[config.mk]
export PLATFORM = sky130hd
export DESIGN_NAME = instruction_loader
export DESIGN_NICKNAME = d
export VERILOG_FILES = /design/src/rtl/instruction_loader.sv
export SDC_FILE = /design/constraint.sdc
export NUM_CORES = 1
export LEC_CHECK = 0
export CAP_MARGIN = 30
export CELL_PAD_IN_SITES_DETAIL_PLACEMENT = 0
export CELL_PAD_IN_SITES_GLOBAL_PLACEMENT = 1
export CORE_ASPECT_RATIO = 0.7
export CORE_UTILIZATION = 38
export CTS_CLUSTER_SIZE = 28
export DETAILED_ROUTE_END_ITERATION = 8
export GPL_TIMING_DRIVEN = 0
export PLACE_DENSITY_LB_ADDON = 0.1
export SETUP_SLACK_MARGIN = 0.3
export SLEW_MARGIN = 10
export SYNTH_ARGS = -nofsm -noshare
export SYNTH_HDL_FRONTEND = slang
export SYNTH_SLANG_ARGS = --single-unit
[constraint.sdc]
create_clock -name clk -period 2.7 [get_ports clk]
set_input_delay 0.54 -clock clk [delete_from_list [all_inputs] [get_ports clk]]
set_output_delay 0.54 -clock clk [all_outputs]
set_load 0.05 [all_outputs]
[src/rtl/instruction_loader.sv]
// instruction_loader: framed byte-stream loader for the 32-word instruction memory.
// Inputs: clk, reset (sync, active-high), start, s_valid, s_data[7:0].
// Outputs: s_ready, WE, WA[AW-1:0], WD[31:0], busy, done, error, words[AW:0].
// Option: INSTRUCTION_LOADER_CHECKSUM_EN adds a trailing XOR checksum byte.
module instruction_loader #(
    parameter int DEPTH = 32,
    parameter int AW    = 5
) (
    input  logic          clk,
    input  logic          reset,
    input  logic          start,
    input  logic          s_valid,
    input  logic [7:0]    s_data,
    output logic          s_ready,
    output logic          WE,
    output logic [AW-1:0] WA,
    output logic [31:0]   WD,
    output logic          busy,
    output logic          done,
    output logic          error,
    output logic [AW:0]   words
);

    typedef enum logic [2:0] {
        IDLE  = 3'd0,
        COUNT = 3'd1,
        DATA  = 3'd2,
`ifdef INSTRUCTION_LOADER_CHECKSUM_EN
        CHECK = 3'd3,
`endif
        DONE  = 3'd4,
        ERROR = 3'd5
    } state_t;

    state_t        state_q, state_d;
    logic [AW:0]   n_q, n_d;
    logic [1:0]    idx_q, idx_d;
    logic [23:0]   buf_q, buf_d;
    logic          we_q, we_d;
    logic [AW-1:0] wa_q, wa_d;
    logic [31:0]   wd_q, wd_d;
    logic          done_q, done_d;
    logic          error_q, error_d;
    logic [AW:0]   words_q, words_d;
`ifdef INSTRUCTION_LOADER_CHECKSUM_EN
    logic [7:0]    csum_q, csum_d;
`endif
    logic          acc;
    logic          bad_n;

    always_comb begin
        state_d = state_q;
        n_d     = n_q;
        idx_d   = idx_q;
        buf_d   = buf_q;
        we_d    = 1'b0;
        wa_d    = wa_q;
        wd_d    = wd_q;
        done_d  = done_q;
        error_d = error_q;
        words_d = words_q;
`ifdef INSTRUCTION_LOADER_CHECKSUM_EN
        csum_d  = csum_q;
`endif
        s_ready = 1'b0;
        unique case (state_q)
            COUNT:   s_ready = 1'b1;
            DATA:    s_ready = 1'b1;
`ifdef INSTRUCTION_LOADER_CHECKSUM_EN
            CHECK:   s_ready = 1'b1;
`endif
            default: s_ready = 1'b0;
        endcase
        acc   = s_valid && s_ready;
        bad_n = (s_data == 8'd0) || (s_data > 8'(DEPTH));

        unique case (state_q)
            COUNT: begin
                if (acc) begin
                    if (bad_n) begin
                        state_d = ERROR;
                        error_d = 1'b1;
                    end else begin
                        state_d = DATA;
                        n_d     = s_data[AW:0];
`ifdef INSTRUCTION_LOADER_CHECKSUM_EN
                        csum_d  = csum_q ^ s_data;
`endif
                    end
                end
            end
            DATA: begin
                if (acc) begin
`ifdef INSTRUCTION_LOADER_CHECKSUM_EN
                    csum_d = csum_q ^ s_data;
`endif
                    idx_d = idx_q + 2'd1;
                    unique case (idx_q)
                        2'd0: buf_d[7:0]   = s_data;
                        2'd1: buf_d[15:8]  = s_data;
                        2'd2: buf_d[23:16] = s_data;
                        default: begin
                            // words_q is the index of the word being built
                            we_d    = 1'b1;
                            wa_d    = words_q[AW-1:0];
                            wd_d    = {s_data, buf_q};
                            words_d = words_q + 1'b1;
                            if (words_q + 1'b1 == n_q) begin
`ifdef INSTRUCTION_LOADER_CHECKSUM_EN
                                state_d = CHECK;
`else
                                state_d = DONE;
                                done_d  = 1'b1;
`endif
                            end
                        end
                    endcase
                end
            end
`ifdef INSTRUCTION_LOADER_CHECKSUM_EN
            CHECK: begin
                if (acc) begin
                    if (s_data == csum_q) begin
                        state_d = DONE;
                        done_d  = 1'b1;
                    end else begin
                        state_d = ERROR;
                        error_d = 1'b1;
                    end
                end
            end
`endif
            default: begin
                if (start) begin
                    state_d = COUNT;
                    done_d  = 1'b0;
                    error_d = 1'b0;
                    words_d = '0;
                    idx_d   = 2'd0;
`ifdef INSTRUCTION_LOADER_CHECKSUM_EN
                    csum_d  = 8'd0;
`endif
                end
            end
        endcase
    end

    always_ff @(posedge clk) begin
        if (reset) begin
            state_q <= IDLE;
            n_q     <= '0;
            idx_q   <= 2'd0;
            buf_q   <= '0;
            we_q    <= 1'b0;
            wa_q    <= '0;
            wd_q    <= '0;
            done_q  <= 1'b0;
            error_q <= 1'b0;
            words_q <= '0;
`ifdef INSTRUCTION_LOADER_CHECKSUM_EN
            csum_q  <= 8'd0;
`endif
        end else begin
            state_q <= state_d;
            n_q     <= n_d;
            idx_q   <= idx_d;
            buf_q   <= buf_d;
            we_q    <= we_d;
            wa_q    <= wa_d;
            wd_q    <= wd_d;
            done_q  <= done_d;
            error_q <= error_d;
            words_q <= words_d;
`ifdef INSTRUCTION_LOADER_CHECKSUM_EN
            csum_q  <= csum_d;
`endif
        end
    end

    assign busy  = s_ready;
    assign WE    = we_q;
    assign WA    = wa_q;
    assign WD    = wd_q;
    assign done  = done_q;
    assign error = error_q;
    assign words = words_q;

endmodule

==> impl_results.rst, run 1 <==
.. list-table::
   :header-rows: 1

   * - Metric
     - Value
   * - Ratio of cells with drive above 1 in the final layout
     - 6.105%
   * - Most used standard cell by instance count after synthesis
     - sky130_fd_sc_hd__nand2_1
   * - Detailed Route WL
     - between 8000 and 9000 um
   * - Wire length of the first global-routing pass
     - about 14000 um
   * - GRT Total Usage
     - between 20% and 30%
   * - Post-synthesis net count
     - approximately 420
   * - Register bit count reported by yosys
     - 81
   * - Hold WC Path Type
     - flip-flop to flip-flop
   * - Initial antenna violation count
     - 0
   * - First-pass DRT Iterations
     - 5
   * - Clock Pin Slew Worst Setup and Hold Paths
     - 60 ps
   * - Total CTS buffers
     - 9
   * - Via count normalized by instance count
     - 5.189
   * - Final period util
     - 88.18%
   * - Fin Hold WS
     - approximately 450 ps
   * - Routed length per placed instance
     - approximately 15 um
   * - Chip width
     - 112.5 um
   * - Count of input and output buffers
     - 55
   * - Setup violations, final
     - 0
   * - Leading cell types by count after synthesis
     - 106 x sky130_fd_sc_hd__nand2_1, 81 x sky130_fd_sc_hd__dfxtp_1, 69 x sky130_fd_sc_hd__a21oi_1, 30 x sky130_fd_sc_hd__nand3_1, 22 x sky130_fd_sc_hd__clkbuf_1
   * - Placed Cells incl. Taps
     - 558
   * - Area fraction of the dominant cell type after synthesis
     - about half
   * - Later-pin clock latency in the skew report
     - between 300 and 400 ps
   * - Maximum clock insertion buffer count
     - 2
   * - Post-synthesis instance area
     - ~3300 sq um
   * - Number of DRC violations after detailed routing
     - 0
   * - DRC violation total after the first TritonRoute iteration
     - around 140
   * - Core area
     - between 8000 and 9000 sq um
   * - Root buffer cell
     - sky130_fd_sc_hd__clkbuf_16
   * - Clock tree from TritonCTS
     - done
   * - Highest net fanout along the worst path
     - 7
   * - Power per cell area
     - 597.1 nW/um^2
   * - Vias in the first global route
     - 2760
   * - Clock tree skew after final layout
     - approximately 5.3 ps
   * - RSZ-0062 raised after global routing
     - yes
   * - Final Hold Vio Count
     - 0
   * - Startpoint type of the worst setup path
     - primary input
   * - Effective utilization at floorplan
     - between 40% and 50%
   * - Min cycle time layout
     - about 2400 ps
   * - Number of enable flip-flop cells after synthesis
     - 0
   * - CTS hold repair buffers
     - 0
   * - Maximum operating frequency
     - between 400 and 500 MHz
   * - DPL Wire Length
     - 6021 um
   * - Final cell count without fillers
     - 576
   * - Maximum number of pins on one net before global-route repair
     - 14
   * - Num ports
     - 60
   * - Die Area
     - between 8000 and 9000 sq um
   * - Row Count
     - 27
   * - H-tree depth reported by CTS
     - 3
   * - Share of synthesized registers carrying an async set or reset
     - 0%
   * - Worst Path Arrival
     - between 2000 and 3000 ps
   * - Die extent in y
     - 79.38 um
   * - Number of maximum-capacitance violations
     - 0
   * - Slew margin rel.
     - between 50% and 60%
   * - Synth top area cells
     - sky130_fd_sc_hd__dfxtp_1 50%, sky130_fd_sc_hd__nand2_1 12%, sky130_fd_sc_hd__a21oi_1 11%
   * - Worst endpoint required time
     - about 2900 ps
   * - Static leakage
     - 1.402 nW
   * - Kind of capture point of the worst setup path
     - flip-flop
   * - Clk sinks
     - approximately 80
   * - Synthesized instance count
     - 402
   * - Critical path class
     - primary input to flip-flop
   * - Final number of max-transition violations
     - 0
   * - Run status
     - finished clean
   * - Portion of the post-synthesis area used by sequential elements
     - between 40 and 50%
   * - Diode count
     - 0
   * - Mean Syn Cell Area
     - roughly 8 sq um
   * - Share of the core filled with cells
     - 52.78%
   * - Ys flop type
     - sky130_fd_sc_hd__dfxtp_1
   * - Count of antenna-violating nets left after detailed routing
     - 0
   * - Aggregate global routing overflow
     - 0
   * - Total number of nets in the final design
     - a little under 500
   * - Slew of the pin with the lowest slew margin
     - 615.5 ps
   * - Number of different library cells in the post-synthesis netlist
     - a little over 40
   * - Count of filler cells inserted in the layout
     - between 800 and 900
   * - RePlAce Congestion
     - about 0.77
   * - Cell accounting for the most synthesized area
     - sky130_fd_sc_hd__dfxtp_1
   * - Maximum ir drop on the vdd rail
     - 0.0003568 V
   * - Yosys warning count
     - 0
   * - Vias
     - between 2000 and 3000
   * - Synthesis-to-layout area growth
     - 31.10%
## area by class of cell
cell class	instances	area (sq um)	area share (%)
Sequential cell	81	1622	38.05
Multi-Input combinational cell	290	1521	35.70
Timing Repair Buffer	57	570.5	13.39
Clock buffer	11	242.7	5.696
Tap cell	101	126.4	2.965
Buffer	28	112.6	2.642
Clock inverter	5	55.05	1.292
Inverter	3	11.26	0.2642
## report_power, final
part	switching, mW	internal, mW	leakage (nW)	total, mW
combinational	0.0834	0.0376	0.607	0.121
clock	0.478	0.738	0.142	1.22
sequential	0.00773	1.20	0.653	1.21
## worst max-delay path, stage by stage
cell	delay (ps)
sky130_fd_sc_hd__clkdlybuf4s50_1	630
sky130_fd_sc_hd__or4_4	600
sky130_fd_sc_hd__nor3_2	240
sky130_fd_sc_hd__nor3_4	90
sky130_fd_sc_hd__buf_12	150
sky130_fd_sc_hd__buf_4	130
sky130_fd_sc_hd__nor2_1	120
sky130_fd_sc_hd__o2bb2ai_1	80
## flip-flops by register name (all words and copies together), names as in the netlist
name     cells
n_q          6
WA           5
state_q      3
idx_q        2
buf_q       24
words        6
done         1
WE           1
error        1
WD          32
## cell families after synthesis
group / share of synthesized area (%)
xor+xnor: 2.156
buf+inv: 3.811
flops: 49.88
mux: 2.502
compound gates: 14.13
fa+ha+maj: 1.925
simple gates: 25.60
## per-stage QoR
step	worst slack (ps)	instance area (sq um)	setup TNS, ps	power (mW)
floorplan	648.8	3251	0	1.301
global placement	-208.6	3928	-1337	1.353
detailed placement	-242.2	3928	-1535	1.354
CTS	170.6	4268	0	2.569
global route	240.8	4262	0	2.628
finish	319.2	4262	0	2.545
## layer usage
layer,up-vias,share of wire [%],GRT usage (%)
met1,1408,52,29.75
met2,81,42,31.36
met4,0,1.1,6.267
li1,1492,-,-
met3,8,5.2,5.619
met5,-,0,0
## timing repair
| item | CTS | global route |
|---|---|---|
| gates resized for setup | 6 | 4 |
| endpoints found under the setup margin | 9 | 5 |
| hold endpoints to repair | 0 | 0 |
| pin swaps | 1 | 0 |
| buffers inserted | 2 | 0 |
## final timing paths
kind	start	endpoint	slack (ps)	depth (start not counted)
max	s_data[2]	state_q[1]	320	8
min	WA[0]	WA[0]	450	2
max reg2reg	state_q[1]	WD[23]	560	6
min reg2reg	WA[0]	WA[0]	450	2
## placed cells by master (no fill, tap or decap), drive strengths merged, types with 3 or more instances in the layout
master         instances
nand2                106
dfxtp                 81
a21oi                 69
clkdlybuf4s50         52
clkbuf                35
nand3                 30
nor2                  20
buf                    8
mux2i                  7
xnor2                  7
ha                     5
o21ai                  5
nor3b                  5
inv                    3
and2                   3
nand2b                 3
or3                    3
nor3                   3
Power figures use the tool's default switching activity.
==> run 2: changes to the inputs <==
Settings changed: CORE_UTILIZATION 38 to 27.
==> run 2 against run 1 <==
Net effect: sequential cell count did not move; sequential power about the same; clock power rose by 5%; clock skew is 1.1 ps higher; setup slack gained 32 ps; non-clock buffer count is 6 higher; first-iteration DRC count increased by 22%; largest power group unchanged; core utilization shrank 15 points; critical path type unchanged; global-route usage shrank 5.0 points.
==> impl_results.rst, run 2 (synthesis gave the netlist of run 1 again) <==
.. list-table::
   :header-rows: 1

   * - Metric
     - Value
   * - Run status
     - finished clean
   * - Slew margin rel.
     - 58.04% (-0.93 points)
   * - Die extent in y
     - 93.80 um (+18%)
   * - Vias in the first global route
     - 2741 (-0.69%)
   * - Count of filler cells inserted in the layout
     - 1230 (+54%)
   * - Slowest cell on the critical path
     - sky130_fd_sc_hd__or4_4
   * - FF-to-FF path depth
     - 7 (+1)
   * - Clk sinks
     - 81 (unchanged)
   * - Number of stages on the worst setup path
     - 7 (-1)
   * - Number of DRC violations after detailed routing
     - 0 (unchanged)
   * - Final number of max-transition violations
     - 0 (unchanged)
   * - Effective utilization at floorplan
     - 27.72% (-13 points)
   * - Total internal power
     - 2.032 mW (+2.9%)
   * - Synthesis-to-layout area growth
     - 36.14%
   * - H-tree depth reported by CTS
     - 3 (unchanged)
   * - Die Area
     - 12490 sq um (+40%)
   * - Launch point of the worst reg-to-reg path
     - state_q[2]
   * - Max FFs per register
     - 32 (unchanged)
   * - Part of the total power dissipated in the clock network
     - 49.0% (+1.2 points)
   * - Maximum operating frequency
     - 425.8 MHz (+1.4%)
   * - Setup violations, final
     - 0 (unchanged)
   * - Core area
     - 11730 sq um (+45%)
   * - Launch instance of the worst min-delay path
     - WD[20]
   * - Count of input and output buffers
     - 55 (unchanged)
   * - Final cell count without fillers
     - 638 (+11%)
   * - Sum of met2 wire segment lengths after detailed routing
     - 4023 um (+8.4%)
   * - Startpoint type of the worst setup path
     - primary input
   * - Clock tree from TritonCTS
     - done
   * - Chip width
     - 133.1 um (+18%)
   * - Detailed Route WL
     - 9601 um (+8.9%)
   * - Cells along the critical path
     - clkdlybuf4s50_1, or4_4, nor3_2, nor3_4, buf_12, buf_4, nor4_1
   * - Slew of the pin with the lowest slew margin
     - 629.4 ps (+13.95 ps)
   * - Static leakage
     - 1.454 nW (+3.7%)
   * - Maximum ir drop on the vdd rail
     - 0.0002798 V (-22%)
   * - Power per cell area
     - 592.6 nW/um^2 (-0.75%)
   * - Start point of the critical path
     - s_data[3]
   * - DRC violation total after the first TritonRoute iteration
     - 165 (+22%)
   * - Uppermost routed layer
     - met4
   * - Routed met3 length
     - 396 um (-13%)
   * - CP delay by family, top
     - simple AND/OR/NAND/NOR gates
   * - Total number of nets in the final design
     - 493 (+1.2%)
   * - Diode count
     - 0 (unchanged)
   * - Final Hold Vio Count
     - 0 (unchanged)
   * - Min cycle time layout
     - 2348 ps (-32.49 ps)
   * - Worst endpoint required time
     - 2940 ps (+30 ps)
   * - First-pass DRT Iterations
     - 4 (-1)
   * - Total CTS buffers
     - 9 (unchanged)
   * - Share of total power in sequential cells
     - 46.1% (-1.4 points)
   * - Vias
     - 2986 (-0.10%)
   * - Commonest non-fill, non-tap cells in the layout
     - 106 x sky130_fd_sc_hd__nand2_1, 79 x sky130_fd_sc_hd__dfxtp_1, 69 x sky130_fd_sc_hd__a21oi_1
   * - Highest net fanout along the worst path
     - 7 (unchanged)
   * - GRT Total Usage
     - 16.07% (-5.0 points)
   * - DPL Wire Length
     - 6607 um (+9.7%)
   * - Maximum number of pins on one net before global-route repair
     - 14 (unchanged)
   * - Num ports
     - 60 (unchanged)
   * - Aggregate global routing overflow
     - 0 (unchanged)
   * - Maximum clock insertion buffer count
     - 2 (unchanged)
   * - Final period util
     - 86.97% (-1.2 points)
   * - Most frequent standard cell in the layout excluding fill and tap cells
     - sky130_fd_sc_hd__nand2_1
   * - Worst Path Arrival
     - 2590 ps (about the same)
   * - Initial antenna violation count
     - 0 (unchanged)
   * - Critical path class
     - primary input to flip-flop
   * - Maximum single-stage delay on the critical path
     - 630 ps (about the same)
   * - Count of antenna-violating nets left after detailed routing
     - 0 (unchanged)
   * - Hold Path Stages
     - 2 (unchanged)
   * - WP buf/inv
     - 3 (unchanged)
   * - CTS hold repair buffers
     - 0 (unchanged)
   * - Detailed-route wire length on metal 1
     - 5021 um (+10%)
   * - Number of maximum-capacitance violations
     - 0 (unchanged)
   * - Logic pwr share
     - 4.9% (about the same)
   * - Hold WC Path Type
     - flip-flop to flip-flop
   * - Placed Cells incl. Taps
     - 614 (+10%)
   * - Routed length per placed instance
     - 15.05 um (-1.7%)
   * - Ratio of cells with drive above 1 in the final layout
     - 8.108% (+2.0 points)
   * - Root buffer cell
     - sky130_fd_sc_hd__clkbuf_16
   * - Via count normalized by instance count
     - 4.680 (-9.8%)
   * - RePlAce Congestion
     - 0.8289 (+7.0%)
   * - Net Sw Frac
     - 22.51% (+0.16 points)
   * - R2R Setup Slk
     - 600 ps (+40 ps)
   * - RSZ-0062 raised after global routing
     - no
   * - Wire length of the first global-routing pass
     - 14970 um (+5.2%)
   * - Row Count
     - 33 (+22%)
   * - Later-pin clock latency in the skew report
     - 340 ps (about the same)
   * - Switching power summed over all nets
     - 0.5902 mW (+3.8%)
   * - Clock Pin Slew Worst Setup and Hold Paths
     - 60 ps (about the same)
   * - Post-route setup TNS
     - 0 ps (unchanged)
   * - Clock tree skew after final layout
     - 6.377 ps (+1.097 ps)
   * - Kind of capture point of the worst setup path
     - flip-flop
==> run 2: cell types whose count changed in the layout (fill, tap and decap cells not counted), moves of 2 or more <==
cell,before,now
sky130_fd_sc_hd__buf_4,2,8
sky130_fd_sc_hd__clkbuf_2,2,0
sky130_fd_sc_hd__clkbuf_8,1,3
sky130_fd_sc_hd__clkdlybuf4s15_2,0,2
sky130_fd_sc_hd__dfxtp_1,81,79
sky130_fd_sc_hd__dfxtp_2,0,2
==> run 2: metal layers <==
metal / vias to the layer above / GRT usage, %
met1: 1395 / 22.70
li1: 1504 / -
met4: 0 / 5.966
met5: - / 0
met3: 16 / 3.991
met2: 71 / 23.39
==> run 2: stage by stage <==
step                worst slack [ps]  util (%)  total power [mW]  cell area (sq um)  hold slack, ps
floorplan                      648.8         -             1.301               3251           432.2
global placement              -239.5     34.09             1.359               3998           444.4
detailed placement            -244.0     34.09             1.358               3998           448.5
CTS                            261.0     37.24             2.650               4367           457.1
global route                   289.2     37.74             2.708               4425           472.3
finish                         351.7     37.74             2.623               4425           451.6
==> run 2: worst min-delay path, cell delays in order (launching register included) <==
cell	delay, ps
sky130_fd_sc_hd__dfxtp_1	300
sky130_fd_sc_hd__nand2_1	50
sky130_fd_sc_hd__a21oi_1	50
==> run 2: path summary, 6_finish.rpt <==
check,to
max reg2reg,WD[28]
min reg2reg,WD[20]
max,state_q[0]
min,WD[20]
==> run 2: timing repair <==
action / CTS / global route
buffers inserted: 2 / 6
cloned: 0 / 0
setup endpoints to repair: 10 / 9
pin swaps: 1 / 0
hold endpoints to repair: 0 / 0
gates resized for setup: 10 / 5
==> run 2: power groups by stage <==
stage	clock network (mW)	logic, mW	registers, mW
after global routing	1.36	0.139	1.21
after global placement	0	0.126	1.23
after detailed placement	0	0.125	1.23
final	1.28	0.129	1.21
after floorplan	0	0.0647	1.24
after CTS	1.31	0.128	1.21
==> run 2: area by class of cell <==
cell class                      count  area [sq um]  share of cell area (%)
Clock inverter                      4         50.05                   1.131
Tap cell                          157         196.4                   4.439
Buffer                             28         112.6                   2.545
Clock buffer                       12         266.5                   6.022
Timing Repair Buffer               63         630.6                   14.25
Inverter                            3         11.26                  0.2545
Sequential cell                    81          1624                   36.70
Multi-Input combinational cell    290          1534                   34.66
==> run 3: changes to the inputs <==
Settings changed: SKIP_CTS_REPAIR_TIMING from default to 1.
==> run 3 against run 2 <==
Net effect: clock power is essentially flat; non-clock buffer count shrank 7; setup slack gained 7.9 ps; combinational power shrank 4%; final cell count shrank 1.1%; register-to-register slack lost 20 ps; via count shrank 2.3%; first-iteration DRC count shrank 9.1%; sequential cell count is the same; worst hold slack is essentially flat; global-route usage is essentially flat; critical endpoint is now n_q[4]; largest cell class unchanged; largest power group unchanged; highest routed layer unchanged.
==> impl_results.rst, run 3 (synthesis gave the netlist of run 1 again) <==
.. list-table::
   :header-rows: 1

   * - Metric
     - Value
   * - Routed length per placed instance
     - 14.93 um (-0.82%)
   * - Maximum operating frequency
     - 427.3 MHz (+0.34%)
   * - R2R Setup Slk
     - 580 ps (-20 ps)
   * - Aggregate global routing overflow
     - 0 (unchanged)
   * - Final Hold Vio Count
     - 0 (unchanged)
   * - Highest net fanout along the worst path
     - 8 (+1)
   * - Final cell count without fillers
     - 631 (-1.1%)
   * - Fin Hold WS
     - 451.9 ps (+0.3360 ps)
   * - Critical path class
     - primary input to flip-flop
   * - Hold WC Path Type
     - flip-flop to flip-flop
   * - Detailed Route WL
     - 9418 um (-1.9%)
   * - Cells along the critical path
     - clkdlybuf4s50_1, or4_4, o21a_1, nor3_4, buf_12, mux2i_1, nor2_1
   * - Num ports
     - 60 (unchanged)
   * - Power per cell area
     - 599.9 nW/um^2 (+1.2%)
   * - Root buffer cell
     - sky130_fd_sc_hd__clkbuf_16
   * - FF-to-FF path depth
     - 6 (-1)
   * - Worst setup slack before clock tree synthesis
     - -244.0 ps (unchanged)
   * - Clk sinks
     - 81 (unchanged)
   * - Die Area
     - 12490 sq um (unchanged)
   * - Slowest cell on the critical path
     - sky130_fd_sc_hd__or4_4
   * - End point of the most critical hold path
     - WD[20]
   * - Later-pin clock latency in the skew report
     - 340 ps (about the same)
   * - Maximum ir drop on the vdd rail
     - 0.0002767 V (-1.1%)
   * - Launch instance of the worst min-delay path
     - WD[20]
   * - Maximum clock insertion buffer count
     - 2 (unchanged)
   * - Clock Pin Slew Worst Setup and Hold Paths
     - 60 ps (about the same)
   * - DRC violation total after the first TritonRoute iteration
     - 150 (-9.1%)
   * - Worst endpoint required time
     - 2910 ps (-30 ps)
   * - Setup violations, final
     - 0 (unchanged)
   * - Kind of capture point of the worst setup path
     - flip-flop
   * - Run status
     - finished clean
   * - Maximum number of pins on one net before global-route repair
     - 14 (unchanged)
   * - Launch point of the worst reg-to-reg path
     - state_q[1]
   * - Max FFs per register
     - 32 (unchanged)
   * - Via count normalized by instance count
     - 4.623 (-1.2%)
   * - Clock tree from TritonCTS
     - done
   * - Slew margin rel.
     - 59.85% (+1.8 points)
   * - Placed Cells incl. Taps
     - 614 (unchanged)
   * - Initial antenna violation count
     - 0 (unchanged)
   * - Post-route setup TNS
     - 0 ps (unchanged)
   * - Final number of max-transition violations
     - 0 (unchanged)
   * - RePlAce Congestion
     - 0.8289 (unchanged)
   * - Hold Path Stages
     - 2 (unchanged)
   * - Synthesis-to-layout area growth
     - 33.87%
   * - Number of DRC violations after detailed routing
     - 0 (unchanged)
   * - Core area
     - 11730 sq um (unchanged)
   * - Most frequent standard cell in the layout excluding fill and tap cells
     - sky130_fd_sc_hd__nand2_1
   * - Wire length of the first global-routing pass
     - 14910 um (-0.37%)
   * - Total number of nets in the final design
     - 486 (-1.4%)
   * - DPL Wire Length
     - 6607 um (unchanged)
   * - Ratio of cells with drive above 1 in the final layout
     - 6.329% (-1.8 points)
   * - Clock tree skew after final layout
     - 5.061 ps (-1.316 ps)
   * - Final period util
     - 86.68% (-0.29 points)
   * - Worst Path Arrival
     - 2550 ps (-40 ps)
   * - Row Count
     - 33 (unchanged)
   * - Commonest non-fill, non-tap cells in the layout
     - 106 x sky130_fd_sc_hd__nand2_1, 81 x sky130_fd_sc_hd__dfxtp_1, 69 x sky130_fd_sc_hd__a21oi_1
   * - GRT Total Usage
     - 16.02% (-0.047 points)
   * - Static leakage
     - 1.415 nW (-2.6%)
   * - First-pass DRT Iterations
     - 4 (unchanged)
   * - Vias
     - 2917 (-2.3%)
   * - Min cycle time layout
     - 2340 ps (-7.907 ps)
   * - RSZ-0062 raised after global routing
     - yes
   * - Worst r2r dst
     - WD[28]
   * - Slew of the pin with the lowest slew margin
     - 602.3 ps (-27.10 ps)
   * - H-tree depth reported by CTS
     - 3 (unchanged)
   * - Count of input and output buffers
     - 55 (unchanged)
   * - Number of maximum-capacitance violations
     - 0 (unchanged)
   * - Setup slack after layout
     - 359.6 ps (+7.907 ps)
   * - Diode count
     - 0 (unchanged)
   * - Total CTS buffers
     - 9 (unchanged)
   * - Chip width
     - 133.1 um (unchanged)
   * - Effective utilization at floorplan
     - 27.72% (unchanged)
   * - Maximum single-stage delay on the critical path
     - 630 ps (about the same)
   * - Die extent in y
     - 93.80 um (unchanged)
   * - Vias in the first global route
     - 2746 (+0.18%)
   * - Startpoint type of the worst setup path
     - primary input
   * - Count of antenna-violating nets left after detailed routing
     - 0 (unchanged)
-- run 3: metrics by stage --
step	util, %	power (mW)	cell area [sq um]
finish	37.11	2.611	4352
global route	37.11	2.702	4352
CTS	36.79	2.647	4314
detailed placement	34.09	1.358	3998
global placement	34.09	1.359	3998
floorplan	-	1.301	3251
-- run 3: how the worst max path moves through the flow --
stage	end	cells after the start	start
after floorplan	state_q[2]	6	words[0]
after global placement	n_q[5]	6	s_data[2]
after detailed placement	n_q[4]	6	s_data[4]
after CTS	s_ready	5	state_q[0]
after global routing	s_ready	5	state_q[1]
final	n_q[4]	7	s_data[3]
-- run 3: worst max-delay path: cells and delay by family --
family	cells	cell delay, ps
AND/OR/NAND/NOR	3	850
buffers and inverters	2	740
AO/OA/AOI/OAI	1	230
multiplexers	1	180
-- run 3: layout make-up --
cell class                      count  area (sq um)
Timing Repair Buffer               56         565.5
Buffer                             28         112.6
Tap cell                          157         196.4
Fill cell                        1234          7375
Multi-Input combinational cell    290          1528
Clock inverter                      4         50.05
Clock buffer                       12         266.5
Sequential cell                    81          1622
Inverter                            3         11.26
-- run 3: metal layers --
layer / wire length, um / up-vias / global-route usage [%]
li1: - / 1494 / -
met1: 4830 / 1345 / 22.66
met2: 3987 / 67 / 23.21
met3: 499 / 11 / 3.991
met4: 100 / 0 / 6.061
met5: 0 / - / 0
-- run 3: report_power, final --
group | switching (mW) | internal, mW | total [mW]
sequential | 0.00740 | 1.20 | 1.21
combinational | 0.0861 | 0.0375 | 0.124
clock | 0.489 | 0.790 | 1.28
total | 0.583 | 2.03 | 2.61
==> RTL edit (flow settings as in run 2) <==
Register the output `error` once more, cleared by the reset; this adds one clock of latency there. The other outputs are not delayed to match.
--- a/src/rtl/instruction_loader.sv
+++ b/src/rtl/instruction_loader.sv
@@ -182,7 +182,13 @@
     assign WA    = wa_q;
     assign WD    = wd_q;
     assign done  = done_q;
-    assign error = error_q;
+    always_ff @(posedge clk) begin
+        if (reset) begin
+            error <= '0;
+        end else begin
+            error <= error_q;
+        end
+    end
     assign words = words_q;
 
 endmodule
Behaviour: not the same (Yosys sat finds a counterexample within 4 cycles, from zero or initial values and one cycle with reset high).
==> RTL edit against run 2 <==
Worst setup slack improved by 23 ps. Count of clock-buffer cells in the layout did not move. Power fell by 3.9%. Critical path depth did not move. Wire length rose by 3.8%. Largest cell class unchanged. Non-clock buffer count fell by 2. Design area rose by 0.42%. Synthesized area rose by 3.7%. Sequential cell count rose by 1.
==> RTL edit: results (changes against run 2) <==
| Metric | Value |
|---|---|
| Signal inverters | `5 (+2)` |
| CP arrival | `2580 ps (about the same)` |
| Syn Inst Count | `418 (+4.0%)` |
| Adder-cell share of the synthesized area | `0.0186 (-0.000693)` |
| Multi-input gates | `301 (+3.8%)` |
| Synth-to-layout area growth | `31.8%` |
| Final clock skew | `12.3 ps (+5.92 ps)` |
| Fraction of area in multi-input gates | `0.352 (+0.00501)` |
| Mux contribution to synthesized area | `0.00297 (-0.0221)` |
| Xor-xnor portion of the synthesized cell area | `0.0208 (-0.000776)` |
| Register-to-Register Path Depth | `6 (-1)` |
| Share of cells above drive strength 1 | `0.0791 (-0.00197)` |
| Iteration-0 DRC Markers | `179 (+8.5%)` |
| Status | `completed` |
| Vias in the first global route | `2,695 (-1.7%)` |
| Post-synthesis compound-gate area fraction | `0.157 (+0.0161)` |
| Port Buffers | `57 (+3.6%)` |
| Die width | `136 µm (+1.8%)` |
| CTS resizes | `16 (+6)` |
| Global-route wire length before repair | `15.4 mm (+2.9%)` |
| Placed cell area | `0.00414 mm² (+3.5%)` |
| Final HPWL DP | `6.91 mm (+4.6%)` |
| Drt wl/cell | `15.3 µm (+1.9%)` |
| Slew @ Worst Pin | `660 ps (+30.3 ps)` |
| RePlAce Congestion | `0.786 (-5.2%)` |
| Ranking of synthesized cells by area | `dfxtp_1 (49%), nand2_1 (12%), a21oi_1 (11%)` |
| Setup Buffers After CTS | `2 (unchanged)` |
| Fill count | `1,272 (+3.4%)` |
| Crit Path Max Fanout | `9 (+2)` |
| Clock-cell share of area | `0.0617 (-0.00987)` |
| Buffers, non-clock | `89 (-2.2%)` |
| Sequential area share after synthesis | `0.487 (-0.0120)` |
| HP Class | `in2reg` |
| Max IR drop VDD | `293 µV (+4.6%)` |
| Place WS | `-491 ps (-247 ps)` |
| Clock sink total | `82 (+1.2%)` |
| Routed vias/inst | `4.72 (+0.85%)` |
| Mapped Nets | `435 (+3.8%)` |
| Inst Count DP | `632 (+2.9%)` |
-- RTL edit: critical path, stage by stage --
cell and delay [ps]:
dlygate4sd2_1 390, or4_4 600, or4_4 490, buf_6 160
nand2_4 110, nor3b_1 60, a211oi_1 220
-- RTL edit: worst paths after layout --
path	to	startpoint	slack [ps]
hold / removal	error$_SDFF_PP0_	reset	430
setup reg to reg	state_q[1]$_SDFFE_PP0P_	state_q[0]$_SDFFE_PP0P_	510
setup / recovery	state_q[1]$_SDFFE_PP0P_	s_data[4]	370
hold reg to reg	WD[0]$_SDFFE_PP0P_	WD[0]$_SDFFE_PP0P_	450
-- RTL edit: metal layers --
layer  vias up  wire length, µm  share of wire  track usage
met4         0              114          0.011       0.0478
met1      1440             5280           0.53        0.233
met2        54             4160           0.42        0.235
met3        11              419          0.042       0.0409
met5         -                0              0            0
li1       1563                -              -            -
-- RTL edit: where the power goes --
part	total (mW)	switching, mW	internal [mW]
clock network	1.14	0.490	0.649
registers	1.23	0.0115	1.22
logic	0.154	0.105	0.0490
